<file path="config.mk">
export PLATFORM = sky130hd
export DESIGN_NAME = flag_ack_responder
export DESIGN_NICKNAME = d
export VERILOG_FILES = /design/src/rtl/flag_cdc_pkg.sv /design/src/rtl/toggle_sync.sv /design/src/rtl/flag_ack_responder.sv
export SDC_FILE = /design/constraint.sdc
export NUM_CORES = 1
export LEC_CHECK = 0
export CAP_MARGIN = 10
export CELL_PAD_IN_SITES_DETAIL_PLACEMENT = 1
export CELL_PAD_IN_SITES_GLOBAL_PLACEMENT = 1
export CORE_MARGIN = 3
export CORE_UTILIZATION = 37
export DETAILED_ROUTE_END_ITERATION = 10
export GPL_TIMING_DRIVEN = 1
export PLACE_DENSITY_LB_ADDON = 0.1
export SKIP_LAST_GASP = 1
export SYNTH_ARGS = -nofsm -noshare
export SYNTH_HDL_FRONTEND = slang
export SYNTH_SLANG_ARGS = --single-unit
</file>
<file path="constraint.sdc">
create_clock -name clkB -period 3.8 [get_ports clkB]
set_clock_uncertainty 0.2 [all_clocks]
set_input_delay 1.14 -clock clkB [delete_from_list [all_inputs] [get_ports clkB]]
set_output_delay 1.14 -clock clkB [all_outputs]
set_load 0.01 [all_outputs]
</file>
<file path="src/rtl/flag_cdc_pkg.sv">
// Shared constants and helpers for the toggle-based flag crossing.
// Both the destination and the source endpoints import this package.
package flag_cdc_pkg;

  localparam int unsigned SYNC_STAGES_MIN = 2;
  localparam int unsigned SYNC_STAGES_MAX = 4;
  localparam int unsigned PEND_W_DEFAULT  = 4;

  // Action applied to the pending counter in a cycle.
  typedef enum logic [1:0] {
    CNT_HOLD = 2'd0,
    CNT_INC  = 2'd1,
    CNT_DEC  = 2'd2,
    CNT_OVF  = 2'd3
  } cntOp_e;

  function automatic bit syncStagesOk(input int unsigned stages);
    return (stages >= SYNC_STAGES_MIN) && (stages <= SYNC_STAGES_MAX);
  endfunction

endpackage

</file>
<file path="src/rtl/toggle_sync.sv">
// Multi-flop synchronizer for a level toggle plus an edge detector.
// One output pulse per settled level change.
module toggle_sync
  import flag_cdc_pkg::*;
#(
  parameter int unsigned SYNC_STAGES = 2
) (
  input  logic clkB,
  input  logic rst,
  input  logic toggle_in,
  output logic edge_out
);

  if (!syncStagesOk(SYNC_STAGES)) begin : gBadStages
    $error("toggle_sync: SYNC_STAGES out of range 2..4");
  end

  logic [SYNC_STAGES-1:0] sync;
  logic                   hist;

  always_ff @(posedge clkB or posedge rst) begin
    if (rst) begin
      sync <= '0;
      hist <= 1'b0;
    end else begin
      sync <= {sync[SYNC_STAGES-2:0], toggle_in};
      hist <= sync[SYNC_STAGES-1];
    end
  end

  // Both operands are flops, so the pulse is glitch-free.
  assign edge_out = sync[SYNC_STAGES-1] ^ hist;

endmodule

</file>
<file path="src/rtl/flag_ack_responder.sv">
// Receive endpoint of the toggle flag crossing: pulse per event, saturating
// pending counter drained by valid/ready, and an ack toggle per drained event.
module flag_ack_responder
  import flag_cdc_pkg::*;
#(
  parameter int unsigned SYNC_STAGES = 2,
  parameter int unsigned PEND_W      = PEND_W_DEFAULT
) (
  input  logic              clkB,
  input  logic              rst,
  input  logic              FlagToggle_in,
  output logic              FlagOut_clkB,
  output logic              Valid_clkB,
  input  logic              Ready_clkB,
  output logic [PEND_W-1:0] Pending_clkB,
  output logic              AckToggle_clkB,
  output logic              Overflow_clkB,
  input  logic              ClearOvf_clkB
);

  localparam logic [PEND_W-1:0] CNT_MAX = '1;

  logic              evtEdge;
  logic              consume;
  logic [PEND_W-1:0] cnt;
  logic              ack;
  logic              ovf;
  cntOp_e            cntOp;

  toggle_sync #(
    .SYNC_STAGES(SYNC_STAGES)
  ) uSync (
    .clkB     (clkB),
    .rst      (rst),
    .toggle_in(FlagToggle_in),
    .edge_out (evtEdge)
  );

  assign Valid_clkB = (cnt != '0);
  assign consume    = Valid_clkB & Ready_clkB;

  // Arrival and drain in the same cycle cancel, so saturation cannot lose it.
  always_comb begin
    cntOp = CNT_HOLD;
    if (evtEdge && !consume) begin
      cntOp = (cnt == CNT_MAX) ? CNT_OVF : CNT_INC;
    end else if (!evtEdge && consume) begin
      cntOp = CNT_DEC;
    end
  end

  always_ff @(posedge clkB or posedge rst) begin
    if (rst) begin
      cnt <= '0;
      ack <= 1'b0;
      ovf <= 1'b0;
    end else begin
      case (cntOp)
        CNT_INC: cnt <= cnt + 1'b1;
        CNT_DEC: cnt <= cnt - 1'b1;
        default: cnt <= cnt;
      endcase
      ack <= ack ^ consume;
      if (cntOp == CNT_OVF) begin
        ovf <= 1'b1;
      end else if (ClearOvf_clkB) begin
        ovf <= 1'b0;
      end
    end
  end

  assign FlagOut_clkB   = evtEdge;
  assign Pending_clkB   = cnt;
  assign AckToggle_clkB = ack;
  assign Overflow_clkB  = ovf;

endmodule
</file>
==> flow_summary.json <==
{
  "synth_cell_types": 22,
  "cts_buffers": 3,
  "slew_violations": 0,
  "gp_congestion": 0.7193,
  "crit_required_ns": 2.46,
  "hp-class": "flip-flop to flip-flop",
  "seq_area_sq_um": 225.2,
  "coreArea_sq_um": 1186,
  "slowest_delay_ns": 0.57,
  "final_cell_mix": "clkdlybuf4s50_1 (12), dfrtp_1 (9), inv_1 (7)",
  "vias": 355,
  "finalNetCount": 67,
  "start_util_pct": 41.77,
  "worstMarginPinSlew_ns": 0.3939,
  "final_area_sq_um": 660.6,
  "cts_setup_buffers": 0,
  "setup_violations": 0,
  "grt_max_degree": 10,
  "outcome": "finished, final reports clean",
  "vias_per_cell": 5.000,
  "cts-hold-fix-buffers": 0,
  "antenna_left": 0,
  "post_cts_resize_count": 0,
  "clockBufferDepth": 2,
  "antenna_found_initial": 0,
  "syn_inst": 41,
  "fin_crit_sh_pct": 82.13,
  "routed_wl_um": 959,
  "n_antenna_cell": 0,
  "fillers": 120,
  "rows": 12,
  "drc_errors": 0,
  "hold_viol": 0,
  "grt_pass1_vias": 406,
  "synth_nets": 50,
  "drtIter0Drc": 1,
  "fmax_mhz": 320.4,
  "cts_tree": "done",
  "grt_pass1_wl_um": 1752,
  "clockRootBuffer": "clkbuf_4",
  "die_w_um": 42.60,
  "place.port_buffers": 12,
  "worst-path-max-fanout": 5,
  "avgSynthCellArea_sq_um": 12.08,
  "relSlewSlack_pct": 73.65,
  "grt_setup_unrepaired": "no",
  "post-place-ws_ns": 0.5635,
  "path_depth": 2,
  "clk_pin_slew_ns": 0.07,
  "place_hpwl_um": 776.8,
  "end_kind": "primary output",
  "p_leak_nw": 0.3217,
  "hold_depth": 0,
  "die-area_sq_um": 1814,
  "multiInputGateArea_sq_um": 244.0,
  "synth_top_area_share_pct": 45.45,
  "yosysSeqAreaShare_pct": 45.45,
  "worstSetupPathType": "flip-flop to primary output",
  "grt_use_total_pct": 13.34,
  "drive_above_1_share_pct": 17.54,
  "ys_ff_latch": 9,
  "wire_per_inst_um": 13.51,
  "clk_latency_ns": 0.26,
  "path_cells": "or4_1, clkdlybuf4s50_1",
  "vdd_drop_max_mv": 0.3493,
  "drv_cap": 0,
  "post-route-min-period_ns": 3.121,
  "power.density_nw_per_um2": 729.3,
  "path_buf_inv": 1,
  "setup.worst_path.start_class": "flip-flop",
  "syn_to_final_growth_pct": 33.33,
  "ys.warnings.count": 0,
  "critPathTopFamily": "simple AND/OR/NAND/NOR gates",
  "post_dp_cell_area_sq_um": 633.1,
  "finalSetupTns_ns": 0,
  "slowest_stage": "or4_1",
  "synth_area_leaders": "dfrtp_1 (45%), ha_1 (7.6%), o41ai_4 (5.6%), inv_1 (5.3%), fa_1 (4.0%)",
  "cts.sinks": 9,
  "htreeDepth": 1,
  "drtPass1Iterations": 2,
  "die_height_um": 42.60,
  "boundaryPins": 13,
  "worst_hold_slack_ns": 0.1574,
  "final_common_cell": "clkdlybuf4s50_1",
  "timing.final.ws_setup_ns": 0.6789,
  "synth_area_sq_um": 495.5,
  "grt-ovfl-total": 0,
  "worstPathArrival_ns": 1.78,
  "r2r_cells": 9,
  "yosys.area.top_type": "dfrtp_1"
}
where the power goes:
part	total [W]	switching, W	leakage, nW	internal [W]
registers	0.000182	0.0000543	0.106	0.000128
logic	0.000223	0.0000956	0.198	0.000128
clock network	0.0000762	0.0000373	0.0177	0.0000389
total	0.000482	0.000187	0.322	0.000295
routing by layer:
metal	track usage [%]	share of wire [%]
met5	0	0
met1	14.51	40
met3	3.863	7.9
met4	9.317	2.9
met2	21.88	49
synth_stat cells:
library cell	n
ha_1	3
nor2_1	1
a21oi_1	2
nand3_1	1
dfrtp_1	9
or4_1	1
o21ai_1	1
nand2_1	1
inv_1	7
a211oi_2	1
nor3b_2	1
nand2_2	1
xnor2_2	1
nand4_1	1
o41ai_4	1
a21o_1	1
xor2_1	2
and2_1	1
fa_1	1
xnor2_1	2
mux2_2	1
o211a_1	1
sequential cells by signal (all words and copies together) (netlist names):
register / count
uSync.sync: 2
Pending_clkB: 4
uSync.hist: 1
Overflow_clkB: 1
AckToggle_clkB: 1
area by class of cell:
class	instances	share of cell area, %
Clock inverter	1	0.7576
Inverter	7	3.977
Sequential cell	9	34.09
Clock buffer	3	3.409
Timing Repair Buffer	12	18.18
Tap cell	14	2.652
Multi-Input combinational cell	25	36.93
cell families after synthesis:
kind of cell    count (synthesis)  synth area share, %
compound gates                  7                14.65
mux                             1                2.273
buf+inv                         7                5.304
xor+xnor                        5                10.36
fa+ha+maj                       4                11.62
flops                           9                45.46
simple gates                    8                10.35
worst paths after layout:
path | from | endpoint | slack [ns]
worst min register to register | uSync.sync[0] | uSync.sync[1] | 0.16
max in group asynchronous | rst | Pending_clkB[3] | 2.20
worst min-delay path | uSync.sync[0] | uSync.sync[1] | 0.16
worst max register to register | Pending_clkB[3] | Pending_clkB[3] | 1.16
worst max-delay path | Pending_clkB[3] | Valid_clkB | 0.68
min in group asynchronous | rst | Pending_clkB[0] | 0.94
stage by stage:
stage	power (W)	util, %	instances
3_3_place_gp	0.0003973	53.38	67
2_1_floorplan	0.0003105	-	41
5_1_grt	0.0005283	55.70	71
6_report	0.0004818	55.70	71
4_1_cts	0.0004916	55.70	71
3_5_place_dp	0.0004131	53.38	67
No activity file was read; power rests on OpenSTA's default activity.
